**src/rtl/dummy_accelerator_pkg.sv**
```systemverilog
// Shared types and default sizing for the dummy accelerator scheduler slice.
package dummy_accelerator_pkg;

  typedef enum logic {
    IDLE = 1'b0,
    BUSY = 1'b1
  } sched_state_t;

  localparam int DUMMY_ACC_NUM_REQ = 4;
  localparam int DUMMY_ACC_DATA_W  = 64;
  localparam int DUMMY_ACC_CTL_W   = 8;

endpackage

```
**src/rtl/dummy_accelerator_rr_picker.sv**
```systemverilog
// Round-robin picker: first set request at or above rr_ptr_i, wrapping around.
module dummy_accelerator_rr_picker
  import dummy_accelerator_pkg::*;
#(
  parameter  int NUM_REQ = DUMMY_ACC_NUM_REQ,
  localparam int IDX_W   = $clog2(NUM_REQ)
) (
  input  logic [NUM_REQ-1:0] req_i,
  input  logic [IDX_W-1:0]   rr_ptr_i,
  output logic [IDX_W-1:0]   grant_o,
  output logic               grant_valid_o
);

  logic [2*NUM_REQ-1:0] dbl_req;
  logic [2*NUM_REQ-1:0] low_mask;
  logic [2*NUM_REQ-1:0] masked_req;

  // The upper copy of the requests is never masked, so it supplies the wrap-around.
  always_comb begin
    dbl_req       = {req_i, req_i};
    low_mask      = ((2*NUM_REQ)'(1) << rr_ptr_i) - (2*NUM_REQ)'(1);
    masked_req    = dbl_req & ~low_mask;
    grant_o       = '0;
    grant_valid_o = 1'b0;
    for (int i = 2*NUM_REQ-1; i >= 0; i--) begin
      if (masked_req[i]) begin
        grant_valid_o = 1'b1;
        grant_o       = (i >= NUM_REQ) ? IDX_W'(i - NUM_REQ) : IDX_W'(i);
      end
    end
  end

endmodule

```
**src/rtl/dummy_accelerator_rr_scheduler.sv**
```systemverilog
// Round-robin sharing of one iterative accelerator between NUM_REQ requesters.
// Handshakes: a transfer completes in a cycle where valid and ready are both high.
module dummy_accelerator_rr_scheduler
  import dummy_accelerator_pkg::*;
#(
  parameter  int NUM_REQ = DUMMY_ACC_NUM_REQ,
  parameter  int DATA_W  = DUMMY_ACC_DATA_W,
  parameter  int CTL_W   = DUMMY_ACC_CTL_W,
  localparam int IDX_W   = $clog2(NUM_REQ)
) (
  input  logic                            clk_i,
  input  logic                            rst_i,
  input  logic                            flush_i,
  input  logic [NUM_REQ-1:0]              req_valid_i,
  output logic [NUM_REQ-1:0]              req_ready_o,
  input  logic [NUM_REQ-1:0][DATA_W-1:0]  req_data_i,
  input  logic [NUM_REQ-1:0][CTL_W-1:0]   req_ctl_i,
  output logic [NUM_REQ-1:0]              rsp_valid_o,
  input  logic [NUM_REQ-1:0]              rsp_ready_i,
  output logic [DATA_W-1:0]               rsp_data_o,
  output logic                            acc_valid_o,
  input  logic                            acc_ready_i,
  output logic [DATA_W-1:0]               acc_data_o,
  output logic [CTL_W-1:0]                acc_ctl_o,
  input  logic                            acc_valid_i,
  output logic                            acc_ready_o,
  input  logic [DATA_W-1:0]               acc_data_i,
  output logic                            acc_flush_o,
  output logic                            busy_o,
  output logic [IDX_W-1:0]                owner_o
);

  sched_state_t     state_q, state_d;
  logic [IDX_W-1:0] rr_ptr_q, rr_ptr_d;
  logic [IDX_W-1:0] owner_q, owner_d;

  logic [IDX_W-1:0] grant;
  logic             grant_valid;

  logic [NUM_REQ-1:0] req_ready;
  logic [NUM_REQ-1:0] rsp_valid;
  logic               acc_valid;
  logic               acc_ready;
  logic [DATA_W-1:0]  acc_data;
  logic [CTL_W-1:0]   acc_ctl;
  logic               busy;

  dummy_accelerator_rr_picker #(.NUM_REQ(NUM_REQ)) u_picker (
    .req_i         (req_valid_i),
    .rr_ptr_i      (rr_ptr_q),
    .grant_o       (grant),
    .grant_valid_o (grant_valid)
  );

  always_ff @(posedge clk_i or posedge rst_i) begin
    if (rst_i) begin
      state_q  <= IDLE;
      rr_ptr_q <= '0;
      owner_q  <= '0;
    end else begin
      state_q  <= state_d;
      rr_ptr_q <= rr_ptr_d;
      owner_q  <= owner_d;
    end
  end

  always_comb begin
    state_d   = state_q;
    rr_ptr_d  = rr_ptr_q;
    owner_d   = owner_q;
    req_ready = '0;
    rsp_valid = '0;
    acc_valid = 1'b0;
    acc_ready = 1'b0;
    acc_data  = '0;
    acc_ctl   = '0;
    case (state_q)
      IDLE: begin
        acc_valid = grant_valid;
        if (grant_valid) begin
          acc_data         = req_data_i[grant];
          acc_ctl          = req_ctl_i[grant];
          req_ready[grant] = acc_ready_i;
        end
        if (grant_valid && acc_ready_i) begin
          owner_d  = grant;
          rr_ptr_d = (grant == IDX_W'(NUM_REQ-1)) ? '0 : grant + IDX_W'(1);
          state_d  = BUSY;
          // A ctl=0 op can answer in the issue cycle; finish here if the owner takes it.
          if (acc_valid_i) begin
            rsp_valid[grant] = 1'b1;
            acc_ready        = rsp_ready_i[grant];
            if (rsp_ready_i[grant]) state_d = IDLE;
          end
        end
      end
      BUSY: begin
        rsp_valid[owner_q] = acc_valid_i;
        acc_ready          = rsp_ready_i[owner_q];
        if (acc_valid_i && rsp_ready_i[owner_q]) state_d = IDLE;
      end
      default: state_d = IDLE;
    endcase
    if (flush_i) begin
      state_d   = IDLE;
      rr_ptr_d  = rr_ptr_q;
      owner_d   = owner_q;
      req_ready = '0;
      rsp_valid = '0;
      acc_valid = 1'b0;
      acc_ready = 1'b0;
    end
    busy = (state_q == BUSY) || (acc_valid && acc_ready_i);
  end

  // Reset forces every output low, including the purely combinational paths.
  assign req_ready_o = rst_i ? '0 : req_ready;
  assign rsp_valid_o = rst_i ? '0 : rsp_valid;
  assign rsp_data_o  = rst_i ? '0 : acc_data_i;
  assign acc_valid_o = rst_i ? 1'b0 : acc_valid;
  assign acc_data_o  = rst_i ? '0 : acc_data;
  assign acc_ctl_o   = rst_i ? '0 : acc_ctl;
  assign acc_ready_o = rst_i ? 1'b0 : acc_ready;
  assign acc_flush_o = flush_i & ~rst_i;
  assign busy_o      = rst_i ? 1'b0 : busy;
  assign owner_o     = rst_i ? '0 : owner_q;

endmodule

```
**config.mk**
```make
export PLATFORM = sky130hd
export DESIGN_NAME = dummy_accelerator_rr_scheduler
export DESIGN_NICKNAME = d
export VERILOG_FILES = /design/src/rtl/dummy_accelerator_pkg.sv /design/src/rtl/dummy_accelerator_rr_picker.sv /design/src/rtl/dummy_accelerator_rr_scheduler.sv
export SDC_FILE = /design/constraint.sdc
export NUM_CORES = 1
export LEC_CHECK = 0
export ABC_AREA = 1
export BUFFER_PORTS_ARGS = -buffer_cell sky130_fd_sc_hd__buf_2
export CAP_MARGIN = 20
export CORE_AREA = 4 4 196 198
export CTS_BUF_LIST = sky130_fd_sc_hd__clkbuf_16
export DETAILED_ROUTE_END_ITERATION = 12
export DIE_AREA = 0 0 200 202
export GPL_TIMING_DRIVEN = 0
export HOLD_SLACK_MARGIN = 0.1
export PLACE_DENSITY = 0.39
export SLEW_MARGIN = 5
export SYNTH_ARGS = -nofsm -noshare
export SYNTH_HDL_FRONTEND = slang
export SYNTH_HIERARCHICAL = 1
export SYNTH_SLANG_ARGS = --single-unit
export TNS_END_PERCENT = 20
```
**constraint.sdc**
```tcl
create_clock -name clk_i -period 2.35 [get_ports clk_i]
set_clock_uncertainty 0.1 [all_clocks]
set_input_delay 0.47 -clock clk_i [delete_from_list [all_inputs] [get_ports clk_i]]
set_output_delay 0.47 -clock clk_i [all_outputs]
set_load 0.05 [all_outputs]
```
## Word-level counts from Yosys, hierarchy flattened

Cells that the tools add are included.

- Output and inout bits: 150
- Register bits: 5
- Input port bits: 365
- Word-level logic and storage cells: 87

- Reduce and logical (&&, ||, !) cells: 7
- Add/sub/neg operators: 2
- Mux-type cells: 61
- Bitwise operators: 8
- Magnitude comparators: 4
- Shift-type cells: 1
- Equality and inequality tests: 1

Operators with widths:

| cell | count |
|---|---|
| $mux 64 | 5 |
| $bmux 64 s2 | 1 |
| $mux 4 | 8 |
| $mux 8 | 4 |
| $mux 1 | 25 |
| $mux 2 | 10 |
| $bmux 8 s2 | 1 |
| $and 4x4->4 | 2 |
| $and 8x8->8 | 1 |
| $not 8->8 | 1 |
| $pmux 4 s2 | 1 |
| $shl 1x2->8 const A | 1 |
| $sub 8x2->8 const B | 1 |
| $lt 2x3->1 const B | 2 |
| $logic_and 1x1->1 | 5 |
| $bmux 1 s2 | 2 |
| $demux 1 s2 | 2 |
| $ge 2x1->1 const B | 2 |
| $pmux 1 s2 | 2 |
| $not 1->1 | 3 |
| $reduce_and 3->1 | 1 |
| $add 2x1->2 const B | 1 |
| $eq 2x2->1 const B | 1 |
| $and 1x1->1 | 1 |
| $logic_or 1x1->1 | 1 |

## Longest topological paths before layout

- Word-level depth: 21
- Mapped depth: 15
- Depth with buffers taken out: 14

## Cells and area by module

Netlist, hierarchy kept.

Modules (own cells, without submodules):

| module | cells an instance | times used | area an instance (µm²) | sequential area each (µm²) |
|---|---|---|---|---|
| dummy_accelerator_rr_scheduler | 779 | 1 | 3522.1 | 125.1 |
| dummy_accelerator_rr_picker | 24 | 1 | 112.6 | 0.0 |

## Worst setup path after synthesis

OpenSTA, ideal clock, no wires.

- Path kind: reg2out
- Start: reg rr_ptr_q[1]
- End: out rsp_valid_o[0]
- Data arrival time: 2.527 ns
- Required time: 1.780 ns
- Slack: -0.747 ns
- Cell stages (with the launch flop): 14
- Buffers on the path: 2
- Cells stage by stage: dfrtp_1 nor2_1 inv_1 ha_1 nand2_1 nand2_1 nand2_1 nand2_1 inv_2 buf_4 buf_2 ha_1 nand2_1 a21oi_1

- Cells in the longest elaborated chain, start to end: 21
- Elaborated cells on any way between the ends: 31
- Classes of those cells: add/sub: 1; order compare: 2; shift: 1; mux: 23; bitwise: 2; reduce/logical: 2

Ends and longest elaborated chain:

| what | line | text |
|---|---|---|
| start, declared | dummy_accelerator_rr_scheduler.sv:34 | `logic [IDX_W-1:0] rr_ptr_q, rr_ptr_d;` |
| start signal, assigned | dummy_accelerator_rr_scheduler.sv:62 | `rr_ptr_q <= rr_ptr_d;` |
| $shl 1x2->8 * | dummy_accelerator_rr_picker.sv:21 | `low_mask = ((2*NUM_REQ)'(1) << rr_ptr_i) - (2*NUM_REQ)'(1);` |
| $sub 8x2->8 * | dummy_accelerator_rr_picker.sv:21 |  |
| $not 8->8 * | dummy_accelerator_rr_picker.sv:22 | `masked_req = dbl_req & ~low_mask;` |
| $and 8x8->8 * | dummy_accelerator_rr_picker.sv:22 |  |
| $mux 2 (7 in a row) | dummy_accelerator_rr_picker.sv:26 | `if (masked_req[i]) begin` |
| $mux 2 * | dummy_accelerator_rr_picker.sv:26 |  |
| via grant[0] | dummy_accelerator_rr_scheduler.sv:37 | `logic [IDX_W-1:0] grant;` |
| $lt 2x3->1 (implied by the code) / $ge 2x1->1 (equally long branches) | dummy_accelerator_rr_scheduler.sv:91 | `rsp_valid[grant] = 1'b1;` |
| $logic_and 1x1->1 (implied by the code) | dummy_accelerator_rr_scheduler.sv:91 |  |
| $mux 1 (implied by the code) | dummy_accelerator_rr_scheduler.sv:91 |  |
| $demux 1 s2 * | dummy_accelerator_rr_scheduler.sv:91 |  |
| $mux 4 * | dummy_accelerator_rr_scheduler.sv:90 | `if (acc_valid_i) begin` |
| $mux 4 * | dummy_accelerator_rr_scheduler.sv:85 | `if (grant_valid && acc_ready_i) begin` |
| $pmux 4 s2 * | dummy_accelerator_rr_scheduler.sv:77 | `case (state_q)` |
| $mux 4 * | dummy_accelerator_rr_scheduler.sv:104 | `if (flush_i) begin` |
| $mux 4 * | dummy_accelerator_rr_scheduler.sv:118 | `assign rsp_valid_o = rst_i ? '0 : rsp_valid;` |
| end, declared | dummy_accelerator_rr_scheduler.sv:18 | `output logic [NUM_REQ-1:0] rsp_valid_o,` |

Mark *: on every way through the listed nets, which the timed path passes. The rest lies on a longest branch.

## Worst setup path after layout

- Start: reg rr_ptr_q[1]
- End: out acc_data_o[47]

- Cells in the longest elaborated chain, start to end: 17
- Elaborated cells on any way between the ends: 25
- Classes of those cells: add/sub: 1; shift: 1; mux: 21; bitwise: 2

Ends and longest elaborated chain:

| what | line | text |
|---|---|---|
| $shl 1x2->8 * | dummy_accelerator_rr_picker.sv:21 |  |
| $sub 8x2->8 * | dummy_accelerator_rr_picker.sv:21 |  |
| $not 8->8 * | dummy_accelerator_rr_picker.sv:22 |  |
| $and 8x8->8 * | dummy_accelerator_rr_picker.sv:22 |  |
| $mux 2 (7 in a row) | dummy_accelerator_rr_picker.sv:26 |  |
| $mux 2 * | dummy_accelerator_rr_picker.sv:26 |  |
| via grant[0] | dummy_accelerator_rr_scheduler.sv:37 |  |
| $bmux 64 s2 * | dummy_accelerator_rr_scheduler.sv:81 | `acc_data = req_data_i[grant];` |
| $mux 64 (implied by the code) * | dummy_accelerator_rr_scheduler.sv:81 |  |
| $mux 64 * | dummy_accelerator_rr_scheduler.sv:80 | `if (grant_valid) begin` |
| $mux 64 * | dummy_accelerator_rr_scheduler.sv:77 |  |
| $mux 64 * | dummy_accelerator_rr_scheduler.sv:121 | `assign acc_data_o = rst_i ? '0 : acc_data;` |
| end, declared | dummy_accelerator_rr_scheduler.sv:23 | `output logic [DATA_W-1:0] acc_data_o,` |

Mark *: on every way through the listed nets, which the timed path passes. The rest lies on a longest branch. The select of a mux whose other input is x is not followed.

==> metrics <==
TritonCTS clock tree=yes; synthesized cell area=3635 um2; Max transition margin=69.04%; HPWL Detailed=27300 um; Min Clock Period, post-route=between 3 and 4 ns; setup-violating endpoint count in the final report=around 80; failing checks=setup timing; data arrival time of the critical path=2.49 ns; first-pass iteration count of the detailed router=4; number of rows created at floorplan=70; number of buffers and inverters on the critical path=5; horizontal die dimension=200 um; Max Buffers Root-to-Sink=2; Worst Setup Path Type=flip-flop to primary output; post-route worst setup slack=-0.7097 ns; DRC marker count from the first detailed-route iteration=237; cell class contributing the biggest share of worst-path delay=buffers and inverters; largest net degree at the start of global routing=12; outcome=finished, violations left; Post-Syn Area per Cell=4.526 um2; ports placed on the boundary=515; delay of the slowest cell on the worst path=0.41 ns; DR vias=7126; # port buffers=a little over 500; Critical-path top delay cell=sky130_fd_sc_hd__dfrtp_1; post-detailed-route DRC marker count=0; wirelength, routed=~33000 um; CTS sink cnt=5; global-route wire length before repair=45820 um; diode insertion count for antenna repair=0; Clk Tree Root Cell=sky130_fd_sc_hd__clkbuf_16; vias in the first global route=about 7000; Final Max Slew Viols=0; post-DR vias/cell=3.944; crit path capture type=primary output; Crit Path Max Fanout=10; cells along the critical path=nor2_2 > inv_2 > ha_4 > nand2_4 > nand2_2 > nand2_2 > nand2_4 > buf_12 > buf_12 > buf_12 > nor2_1 > nor2_1 > o21ai_2 > a21oi_4 > buf_6; largest vdd supply drop=0.6038 mV; library cells used by synthesis=22; overall overflow remaining after global route=0; sequential-to-total area share from yosys stat=3.442%; area growth from synthesis to layout=164.0%; required time of the worst setup path=1.78 ns; antenna violations before repair=0; kind of launch point of the worst setup path=flip-flop; clock transition at the register clock pins on the worst setup and hold paths after CTS=0.03 ns; net count after synthesis=1173; RSZ-0062 raised after global routing=yes; number of max-capacitance violations reported=0; worst reg-to-reg path cell count=13; total CTS buffers=3; Post-Place Worst Slack=-1.381 ns; area inside the core boundary=36520 um2; count of endpoints failing hold in the final timing report=0; areal power density over the cells=1413 nW/um2; accumulated negative setup slack=-49.01 ns; Hold Path Class=input pin to async pin; Routed WL per cell=18.39 um; Initial Utilization=9.952%; combined global-route utilization of all metal layers=14.84%; Worst-Margin Slew=0.4638 ns; overall die area=40400 um2; total leakage power=approximately 4.7 nW; share of final-layout standard cells stronger than drive strength 1=60.27%; clock latency on the worst-skew pair=0.23 ns; number of levels the H-tree was split into=1; Most common cell on crit path=sky130_fd_sc_hd__buf_12; Chip Height=202 um; hold-fix buffer count after cts=0; maximum achievable frequency=around 330 MHz; final antenna-violating net count=0; cell count after synthesis=around 800; synthesis warning total=6; gpl congestion=0.8932; stages on the worst setup path=15; final net count=between 1500 and 2000; total of flip-flops plus latches after synthesis=5; Tcrit/Tclk final=130.2%
-- per-layer routing --
| layer | vias up | part of all wire [%] | global-route usage, % |
|---|---|---|---|
| met1 | 3223 | 41 | 18.46 |
| li1 | 3619 | - | - |
| met2 | 271 | 51 | 27.53 |
| met5 | - | 0 | 0 |
| met4 | 0 | 0.71 | 1.213 |
| met3 | 13 | 7.0 | 2.617 |
-- cell usage in the layout (no fill, tap or decap), drive strengths merged --
cell type | netlist | routed
ha | 5 | 5
buf | 40 | 576
dfrtp | 5 | 5
a21oi | 80 | 80
o21a | 1 | 1
inv | 81 | 82
nor3 | 1 | 1
nand2 | 40 | 40
nand4 | 1 | 1
bufbuf | 0 | 1
nand3 | 10 | 10
clkbuf | 24 | 22
o21ai | 149 | 149
nor2 | 366 | 366
-- power breakdown --
group          leakage [nW]  internal (mW)  switching, mW
combinational          4.58           5.20           7.90
clock                0.0423          0.221         0.0609
sequential           0.0615          0.123         0.0515
-- metrics by stage --
step / area [um2] / utilization, % / hold slack, ns / power (mW) / std cells
after floorplan: 4596 / - / 0.3084 / 7.297 / 803
after global placement: 7749 / 21.22 / 0.3714 / 9.973 / 1784
after detailed placement: 7749 / 21.22 / 0.3730 / 10.00 / 1784
after CTS: 9205 / 25.20 / 0.1473 / 13.09 / 1801
after global routing: 9594 / 26.27 / 0.1691 / 14.50 / 1807
final: 9594 / 26.27 / 0.1348 / 13.56 / 1807
-- synthesized netlist by cell type --
cell / instances / area (um2)
sky130_fd_sc_hd__inv_1: 80 / 300.3
sky130_fd_sc_hd__nand4_1: 1 / 6.260
sky130_fd_sc_hd__nor3_1: 1 / 5.000
sky130_fd_sc_hd__a21oi_2: 1 / 8.760
sky130_fd_sc_hd__inv_2: 1 / 3.750
sky130_fd_sc_hd__buf_1: 9 / 33.78
sky130_fd_sc_hd__nor2_4: 1 / 11.26
sky130_fd_sc_hd__nor2_1: 365 / 1370
sky130_fd_sc_hd__ha_1: 5 / 62.56
sky130_fd_sc_hd__buf_2: 11 / 55.05
sky130_fd_sc_hd__nand3_1: 9 / 45.04
sky130_fd_sc_hd__buf_6: 15 / 168.9
sky130_fd_sc_hd__nand3_2: 1 / 10.01
sky130_fd_sc_hd__nand2_1: 39 / 146.4
sky130_fd_sc_hd__a21oi_1: 79 / 395.4
sky130_fd_sc_hd__o21a_1: 1 / 7.510
sky130_fd_sc_hd__o21ai_0: 146 / 730.7
sky130_fd_sc_hd__dfrtp_1: 5 / 125.1
sky130_fd_sc_hd__o21ai_1: 3 / 15.01
sky130_fd_sc_hd__nand2_2: 1 / 6.260
sky130_fd_sc_hd__clkbuf_1: 24 / 90.09
sky130_fd_sc_hd__buf_4: 5 / 37.54
-- cell type report --
cell class	instances	area (um2)
fillers	4148	26930
multi-input cells	653	4183
inverters	81	306.5
clock buffers	3	75.07
plain buffers	64	794.5
well taps	468	585.6
flip-flops and latches	5	125.1
repair buffers	532	3521
clock inverters	1	3.754
-- path summary, 6_finish.rpt --
check,endpoint,slack (ns),startpoint
max,acc_data_o[47],-0.71,rr_ptr_q[1]
min,rr_ptr_q[1],0.13,rst_i
max reg2reg,rr_ptr_q[1],0.17,rr_ptr_q[1]
min reg2reg,rr_ptr_q[1],0.48,rr_ptr_q[1]
max in group asynchronous,owner_q[0],1.78,rst_i
min in group clk_i,state_q,0.46,flush_i
-- flip-flops by register name, indices dropped and copies added (netlist names) --
| register | flops |
|---|---|
| owner_q | 2 |
| state_q | 1 |
| rr_ptr_q | 2 |
-- timing repair --
item / in CTS / in global routing
endpoints found under the hold margin: 0 / 0
gates cloned: 3 / 2
buffers inserted: 10 / 5
pin swaps: 21 / 21
resized for setup: 469 / 112
setup endpoints to repair: 85 / 85
-- cells by family (layout without fill, tap and decap cells) --
group / Yosys count / after routing / synth area share [%]
buffers and inverters: 145 / 681 / 18.97
AND/OR/NAND/NOR: 418 / 418 / 44.03
adder cells (fa/ha/maj): 5 / 5 / 1.721
flip-flops: 5 / 5 / 3.442
AO/OA/AOI/OAI: 230 / 230 / 31.84
Power figures use the tool's default switching activity.
